[config.mk]
export PLATFORM = sky130hd
export DESIGN_NAME = sd_frame_tx
export DESIGN_NICKNAME = d
export VERILOG_FILES = /design/src/rtl/sd_frame_tx_pkg.sv /design/src/rtl/sd_crc_lane.sv /design/src/rtl/sd_frame_tx.sv
export SDC_FILE = /design/constraint.sdc
export NUM_CORES = 1
export LEC_CHECK = 0
export ABC_AREA = 1
export CORE_ASPECT_RATIO = 0.7
export CORE_MARGIN = 4
export CORE_UTILIZATION = 54
export DETAILED_ROUTE_END_ITERATION = 12
export GPL_TIMING_DRIVEN = 0
export PLACE_DENSITY = 0.81
export SLEW_MARGIN = 10
export SYNTH_ARGS = -nofsm -noshare
export SYNTH_HDL_FRONTEND = slang
export SYNTH_SLANG_ARGS = --single-unit
[constraint.sdc]
create_clock -name clk_i -period 2 [get_ports clk_i]
set_clock_uncertainty 0.2 [all_clocks]
set_input_delay 0.4 -clock clk_i [delete_from_list [all_inputs] [get_ports clk_i]]
set_output_delay 0.4 -clock clk_i [all_outputs]
set_load 0.05 [all_outputs]
[src/rtl/sd_frame_tx_pkg.sv]
// Shared types and constants for the SD line frame transmitter.
//  - state_e   : frame FSM states
//  - Crc7Poly  : x^7 + x^3 + 1 (implicit x^7 term dropped)
//  - Crc16Poly : x^16 + x^12 + x^5 + 1 (implicit x^16 term dropped)
//  - crc_poly(): selects the polynomial for a given CRC width
package sd_frame_tx_pkg;

    typedef enum logic [2:0] {
        StIdle,
        StLoad,
        StSbit,
        StPayload,
        StCrc,
        StEbit
    } state_e;

    localparam logic [6:0]  Crc7Poly  = 7'h09;
    localparam logic [15:0] Crc16Poly = 16'h1021;

    function automatic logic [15:0] crc_poly(input int unsigned width);
        return (width == 16) ? Crc16Poly : {9'd0, Crc7Poly};
    endfunction

endpackage

[src/rtl/sd_crc_lane.sv]
// Serial CRC for one SD lane (CRC7 or CRC16, init 0).
// Ports:
//  clk_i, rst_ni : clock, asynchronous active-low reset
//  clr_i         : clear remainder to zero (highest priority)
//  in_en_i       : accumulate bit_i into the remainder
//  bit_i         : payload bit
//  shift_i       : shift the remainder left by one (zero fill) for transmission
//  msb_o         : current remainder MSB, i.e. the next CRC bit on the line
module sd_crc_lane
    import sd_frame_tx_pkg::*;
#(
    parameter int unsigned CrcWidth = 7
) (
    input  logic clk_i,
    input  logic rst_ni,
    input  logic clr_i,
    input  logic in_en_i,
    input  logic bit_i,
    input  logic shift_i,
    output logic msb_o
);

    localparam logic [CrcWidth-1:0] Poly = CrcWidth'(crc_poly(CrcWidth));

    logic [CrcWidth-1:0] crc_q, crc_d;
    logic                fb;

    always_comb begin
        crc_d = crc_q;
        fb    = 1'b0;
        if (clr_i) begin
            crc_d = '0;
        end else if (in_en_i) begin
            fb    = bit_i ^ crc_q[CrcWidth-1];
            crc_d = {crc_q[CrcWidth-2:0], 1'b0} ^ (fb ? Poly : '0);
        end else if (shift_i) begin
            crc_d = {crc_q[CrcWidth-2:0], 1'b0};
        end
    end

    always_ff @(posedge clk_i or negedge rst_ni) begin
        if (!rst_ni) begin
            crc_q <= '0;
        end else begin
            crc_q <= crc_d;
        end
    end

    assign msb_o = crc_q[CrcWidth-1];

endmodule

[src/rtl/sd_frame_tx.sv]
// SD line frame transmitter: start bit, streamed payload, per-lane CRC, end bit,
// on 1 lane (CMD / DAT0) or 4 lanes (DAT[3:0]).
// Ports:
//  clk_i, rst_ni        : system clock, asynchronous active-low reset
//  clk_en_p_i           : SD clock rising-edge enable; every FSM/shift step
//  clk_en_n_i           : SD clock falling-edge enable; output retiming
//  div_1_i              : SD clock equals clk_i; retime on negedge clk_i instead
//  start_i, len_bits_i  : frame request and payload length (accepted while idle)
//  abort_i              : cancel the frame in any state
//  word_i, word_valid_i, word_ready_o : payload word stream, MSB first
//  dat_o, dat_en_o      : retimed line data and tri-state enable
//  busy_o, done_o, underrun_o : status; done/underrun are 1-cycle pulses
// Build option SD_FRAME_TX_CRC_INJ_EN adds crc_inj_i: when set at accept, the lane 0
// CRC LSB is inverted on the line.
module sd_frame_tx
    import sd_frame_tx_pkg::*;
#(
    parameter int unsigned NumLanes  = 1,
    parameter int unsigned CrcWidth  = 7,
    parameter int unsigned WordWidth = 32,
    parameter int unsigned LenWidth  = 13
) (
    input  logic                 clk_i,
    input  logic                 rst_ni,
    input  logic                 clk_en_p_i,
    input  logic                 clk_en_n_i,
    input  logic                 div_1_i,
    input  logic                 start_i,
    input  logic [LenWidth-1:0]  len_bits_i,
    input  logic                 abort_i,
`ifdef SD_FRAME_TX_CRC_INJ_EN
    input  logic                 crc_inj_i,
`endif
    input  logic [WordWidth-1:0] word_i,
    input  logic                 word_valid_i,
    output logic                 word_ready_o,
    output logic [NumLanes-1:0]  dat_o,
    output logic                 dat_en_o,
    output logic                 busy_o,
    output logic                 done_o,
    output logic                 underrun_o
);

    localparam int unsigned SlicesPerWord = WordWidth / NumLanes;
    localparam int unsigned SlW     = (SlicesPerWord > 1) ? $clog2(SlicesPerWord) : 1;
    localparam int unsigned CrcCntW = $clog2(CrcWidth);

    state_e               state_q, state_d;
    logic [LenWidth-1:0]  rem_q, rem_d;       // payload bits still to send, incl. current slice
    logic [WordWidth-1:0] shreg_q, shreg_d;
    logic [SlW-1:0]       slice_q, slice_d;   // slices left in current word after this one
    logic [CrcCntW-1:0]   crc_cnt_q, crc_cnt_d;
    logic                 inj_q, inj_d;
    logic                 done_q, done_d;
    logic                 underrun_q, underrun_d;

    logic                 crc_clr, crc_in_en, crc_shift;
    logic [NumLanes-1:0]  crc_msb;
    logic [NumLanes-1:0]  line_dat;
    logic                 line_en;
    logic                 last_slice, word_end;

    assign last_slice = (rem_q == LenWidth'(NumLanes));
    assign word_end   = (slice_q == '0);

    for (genvar l = 0; l < NumLanes; l++) begin : g_lane
        sd_crc_lane #(
            .CrcWidth (CrcWidth)
        ) u_crc (
            .clk_i   (clk_i),
            .rst_ni  (rst_ni),
            .clr_i   (crc_clr),
            .in_en_i (crc_in_en),
            .bit_i   (shreg_q[WordWidth-NumLanes+l]),
            .shift_i (crc_shift),
            .msb_o   (crc_msb[l])
        );
    end

    always_comb begin
        state_d      = state_q;
        rem_d        = rem_q;
        shreg_d      = shreg_q;
        slice_d      = slice_q;
        crc_cnt_d    = crc_cnt_q;
        inj_d        = inj_q;
        done_d       = 1'b0;
        underrun_d   = 1'b0;
        crc_clr      = 1'b0;
        crc_in_en    = 1'b0;
        crc_shift    = 1'b0;
        word_ready_o = 1'b0;
        line_dat     = '1;
        line_en      = 1'b0;

        unique case (state_q)
            StIdle: begin
                if (start_i) begin
                    state_d = StLoad;
                    rem_d   = len_bits_i;
                    crc_clr = 1'b1;
`ifdef SD_FRAME_TX_CRC_INJ_EN
                    inj_d   = crc_inj_i;
`else
                    inj_d   = 1'b0;
`endif
                end
            end
            StLoad: begin
                word_ready_o = clk_en_p_i;
                if (clk_en_p_i && word_valid_i) begin
                    shreg_d = word_i;
                    slice_d = SlW'(SlicesPerWord - 1);
                    state_d = StSbit;
                end
            end
            StSbit: begin
                line_dat = '0;
                line_en  = 1'b1;
                if (clk_en_p_i) begin
                    state_d = StPayload;
                end
            end
            StPayload: begin
                line_dat = shreg_q[WordWidth-1 -: NumLanes];
                line_en  = 1'b1;
                // The refill request shares the step that sends the word's last slice.
                if (word_end && !last_slice) begin
                    word_ready_o = clk_en_p_i;
                end
                if (clk_en_p_i) begin
                    crc_in_en = 1'b1;
                    rem_d     = rem_q - LenWidth'(NumLanes);
                    shreg_d   = shreg_q << NumLanes;
                    slice_d   = slice_q - SlW'(1);
                    if (last_slice) begin
                        state_d   = StCrc;
                        crc_cnt_d = '0;
                    end else if (word_end) begin
                        if (word_valid_i) begin
                            shreg_d = word_i;
                            slice_d = SlW'(SlicesPerWord - 1);
                        end else begin
                            underrun_d = 1'b1;
                            state_d    = StIdle;
                        end
                    end
                end
            end
            StCrc: begin
                line_dat    = crc_msb;
                line_dat[0] = crc_msb[0] ^ (inj_q && (crc_cnt_q == CrcCntW'(CrcWidth - 1)));
                line_en     = 1'b1;
                if (clk_en_p_i) begin
                    crc_shift = 1'b1;
                    crc_cnt_d = crc_cnt_q + CrcCntW'(1);
                    if (crc_cnt_q == CrcCntW'(CrcWidth - 1)) begin
                        state_d = StEbit;
                    end
                end
            end
            StEbit: begin
                line_en = 1'b1;
                if (clk_en_p_i) begin
                    state_d = StIdle;
                    done_d  = 1'b1;
                end
            end
            default: state_d = StIdle;
        endcase

        // Abort overrides accept, completion and underrun alike.
        if (abort_i) begin
            state_d      = StIdle;
            done_d       = 1'b0;
            underrun_d   = 1'b0;
            word_ready_o = 1'b0;
        end
    end

    always_ff @(posedge clk_i or negedge rst_ni) begin
        if (!rst_ni) begin
            state_q    <= StIdle;
            rem_q      <= '0;
            shreg_q    <= '0;
            slice_q    <= '0;
            crc_cnt_q  <= '0;
            inj_q      <= 1'b0;
            done_q     <= 1'b0;
            underrun_q <= 1'b0;
        end else begin
            state_q    <= state_d;
            rem_q      <= rem_d;
            shreg_q    <= shreg_d;
            slice_q    <= slice_d;
            crc_cnt_q  <= crc_cnt_d;
            inj_q      <= inj_d;
            done_q     <= done_d;
            underrun_q <= underrun_d;
        end
    end

    // Output retiming: launch on the SD clock falling edge so the card sees stable
    // data at its rising edge. With div_1_i that edge is the falling edge of clk_i.
    logic [NumLanes-1:0] dat_neg_q, dat_pos_q;
    logic                en_neg_q, en_pos_q;

    always_ff @(negedge clk_i or negedge rst_ni) begin
        if (!rst_ni) begin
            dat_neg_q <= '1;
            en_neg_q  <= 1'b0;
        end else begin
            dat_neg_q <= line_dat;
            en_neg_q  <= line_en;
        end
    end

    always_ff @(posedge clk_i or negedge rst_ni) begin
        if (!rst_ni) begin
            dat_pos_q <= '1;
            en_pos_q  <= 1'b0;
        end else if (clk_en_n_i) begin
            dat_pos_q <= line_dat;
            en_pos_q  <= line_en;
        end
    end

    assign dat_o      = div_1_i ? dat_neg_q : dat_pos_q;
    assign dat_en_o   = div_1_i ? en_neg_q : en_pos_q;
    assign busy_o     = (state_q != StIdle);
    assign done_o     = done_q;
    assign underrun_o = underrun_q;

endmodule

==> impl_metrics.yaml <==
setup_path:
  cp_max_fo: 1
  arrival_ns: 2.28
  cpMaxStageDelayCell: "dfstp_2"
  critical_path.cell_chain: "nand2_2, o21ai_4, buf_6"
  slowest_delay_ns: 0.53
  path_class: "reg2out"
  crit_path_start_kind: "flip-flop"
  endpoint_kind: "output port"
  required_ns: 1.40
timing:
  rsz0062_at_grt: "true"
  slew_headroom_pct: 62.2
  fin_hold_ws_ns: 0.206
  worst_pin_slew_ns: 0.563
  hold_viol_final: 0
  fin_setup_tns_ns: -5.80
  worst_slack_ns: -0.880
  slew_viol_final: 0
  setup_viol: 45
detailed_routing:
  via_count: 4467
  drc: 0
  drt_iter0_markers: 477
  wirelength_um: 14500
  wire_per_inst_um: 19.6
  drtPass1Iterations: 6
  antenna_left: 0
  via_per_inst: 6.03
clocking:
  cts_tree: "yes"
  numClockSinks: 69
  root_buffer: "clkbuf_8"
  h-tree-depth: 3
  cts_made_buffers: 9
  clk-insertion-delay-late_ns: 0.36
  clk_pin_slew_ns: 0.08
  cts_buffer_depth: 2
logic_synthesis:
  yosysSeqAreaShare_pct: 44.8
  syn_area_per_cell_um2: 7.36
  syn_nets: 583
  synth_top_cell_area_share_pct: 42.8
  syn_inst: 525
  synth_area_um2: 3860
  synth.area.top_cells: "dfrtp_1, nand2_1, nand3_1"
  synth-seq-cells: 69
  yosysWarnings: 0
  synth.distinct_cells: 30
  yosysTopAreaCell: "dfrtp_1"
global_routing:
  grt.overflow.total: 0
  grt_pass1_vias: 3884
  antenna_found_initial: 0
  grt_max_degree: 40
  grt_first_pass_wirelength_um: 18100
  grt_use_total_pct: 27.0
placed_design:
  portBuffers: 57
  dp_hpwl_um: 6720
  routabilityCongestion: 0.888
die:
  die_h_um: 78.8
  initial_core_util_pct: 56.4
  num_rows: 25
  design.die.area_um2: 8590
  die_w_um: 109
  ios: 59
  core-area_um2: 6850
hold_path:
  hold_path_class: "in2reg"
finish:
  nets: 700
  utilization_pct: 84.4
  multi_input_area_um2: 2130
  antennaDiodeCount: 0
  seq_area_um2: 1730
  fill_cells: 326
  drive_above_1_share_pct: 26.4
  area_growth_pct: 49.7
power_and_ir_drop:
  p_leak_nw: 2.83
  power_density_nw_per_um2: 1180
  ir_drop_mv: 0.822
outcome:
  violations: "negative setup slack"
  run_status: "complete, but fails checks"
run:
  drv_cap: 0
==> routing by layer <==
layer / vias to the layer above / track usage (%) / wire (um)
li1: 1892 / - / -
met4: 0 / 10.6 / 778
met3: 100 / 6.66 / 1570
met1: 2078 / 34.5 / 5580
met5: - / 0 / 0
met2: 397 / 44.2 / 6560
==> worst max-delay path: cells and delay by family (launching register included) <==
| family | cells | cell delay (ns) |
|---|---|---|
| buf+inv | 1 | 0.18 |
| flops | 1 | 0.53 |
| compound gates | 1 | 0.09 |
| simple gates | 1 | 0.06 |
==> through the flow <==
| step | instance area, um2 | worst slack [ns] | total power, mW | std cells |
|---|---|---|---|---|
| 2_1_floorplan | 3910 | -0.302 | 3.68 | 525 |
| 3_3_place_gp | 4590 | -2.91 | 4.18 | 676 |
| 3_5_place_dp | 4610 | -1.06 | 4.27 | 677 |
| 4_1_cts | 5240 | -0.826 | 6.05 | 723 |
| 5_1_grt | 5780 | -0.900 | 7.09 | 741 |
| 6_report | 5780 | -0.880 | 6.81 | 741 |
==> cell type report <==
type | instances | area share (%)
buffer | 21 | 3.16
clock buffer | 9 | 2.14
clock inverter | 8 | 2.19
inverter | 69 | 4.57
multi-input combinational | 364 | 36.8
sequential | 69 | 30.0
tap | 94 | 2.03
timing repair buffer | 107 | 19.1
==> timing repair <==
action / 4_1_cts / 5_1_grt
setup buffers: 28 / 21
hold buffers: 2 / 1
cloned: 0 / 4
resized for setup: 73 / 97
pin swaps: 9 / 20
setup endpoints to repair: 40 / 59
endpoints found under the hold margin: 30 / 66
==> synth_stat cells <==
cell type and number:
o21ai_1 4, nand2_2 3, buf_1 1, o21ai_0 29, nor2_1 31, nand3b_1 30, dfrtn_1 1, ha_1 5
buf_2 16, dfstp_2 2, o211ai_1 2, a21oi_1 10, o22ai_1 5, buf_4 2, clkbuf_1 3, nor3_1 6
nand2_1 170, nor3_2 1, nand3_1 51, nor2_4 1, nand4_1 5, inv_1 66, a31oi_1 2, nand2_4 1
dfrtp_1 66, nor2_2 1, xor2_1 5, inv_2 4, nand3_2 1, o21ai_4 1
==> registers in the layout, summed over array words and instances, names as in the netlist <==
register / cells
crc_cnt_q: 3
dat_neg_q: 1
dat_pos_q: 1
done_o: 1
en_neg_q: 1
en_pos_q: 1
g_lane.u_crc.crc_q: 7
rem_q: 13
shreg_q: 32
slice_q: 5
state_q: 3
underrun_o: 1
==> cell usage in the layout (no fill, tap or decap), types with 5 or more instances in the layout <==
master / Yosys / final
nand2_1: 170 / 146
dfrtp_1: 66 / 62
inv_1: 66 / 59
clkdlybuf4s50_1: 0 / 50
nand3_1: 51 / 40
buf_4: 2 / 31
nand3b_1: 30 / 30
o21ai_0: 29 / 24
nor2_1: 31 / 23
buf_6: 0 / 23
nand2_2: 3 / 15
nand2_4: 1 / 11
inv_2: 4 / 9
a21oi_1: 10 / 9
nand3_2: 1 / 9
clkbuf_8: 0 / 9
nor2_2: 1 / 6
buf_2: 16 / 6
o21ai_4: 1 / 5
nor3_1: 6 / 5
xor2_1: 5 / 5
nand4_1: 5 / 5
o21ai_1: 4 / 5
==> kinds of logic after synthesis <==
group                    count (synthesis)  synth area share, %
AO/OA/AOI/OAI                           53                 7.52
XOR/XNOR                                 5                 1.13
adder cells (fa/ha/maj)                  5                 1.62
buffers and inverters                   92                 9.65
flip-flops                              69                 44.8
AND/OR/NAND/NOR                        301                 35.3
==> where the power goes <==
group          switching, mW  total [mW]  internal, mW
Clock                  0.619        1.46         0.837
Sequential             0.458        2.39          1.93
Combinational           1.73        2.97          1.24
==> worst paths after layout <==
check / start / endpoint / cells after the start / slack (ns)
min in group asynchronous: rst_ni / slice_q[0] / 3 / 0.57
max in group asynchronous: rst_ni / dat_neg_q / 3 / -0.15
max reg2reg: state_q[2] / dat_neg_q / 7 / -0.35
max: dat_neg_q / dat_o / 3 / -0.88
min: clk_en_p_i / done_o / 3 / 0.21
min reg2reg: shreg_q[19] / shreg_q[19] / 2 / 0.28
Power figures use the tool's default switching activity.
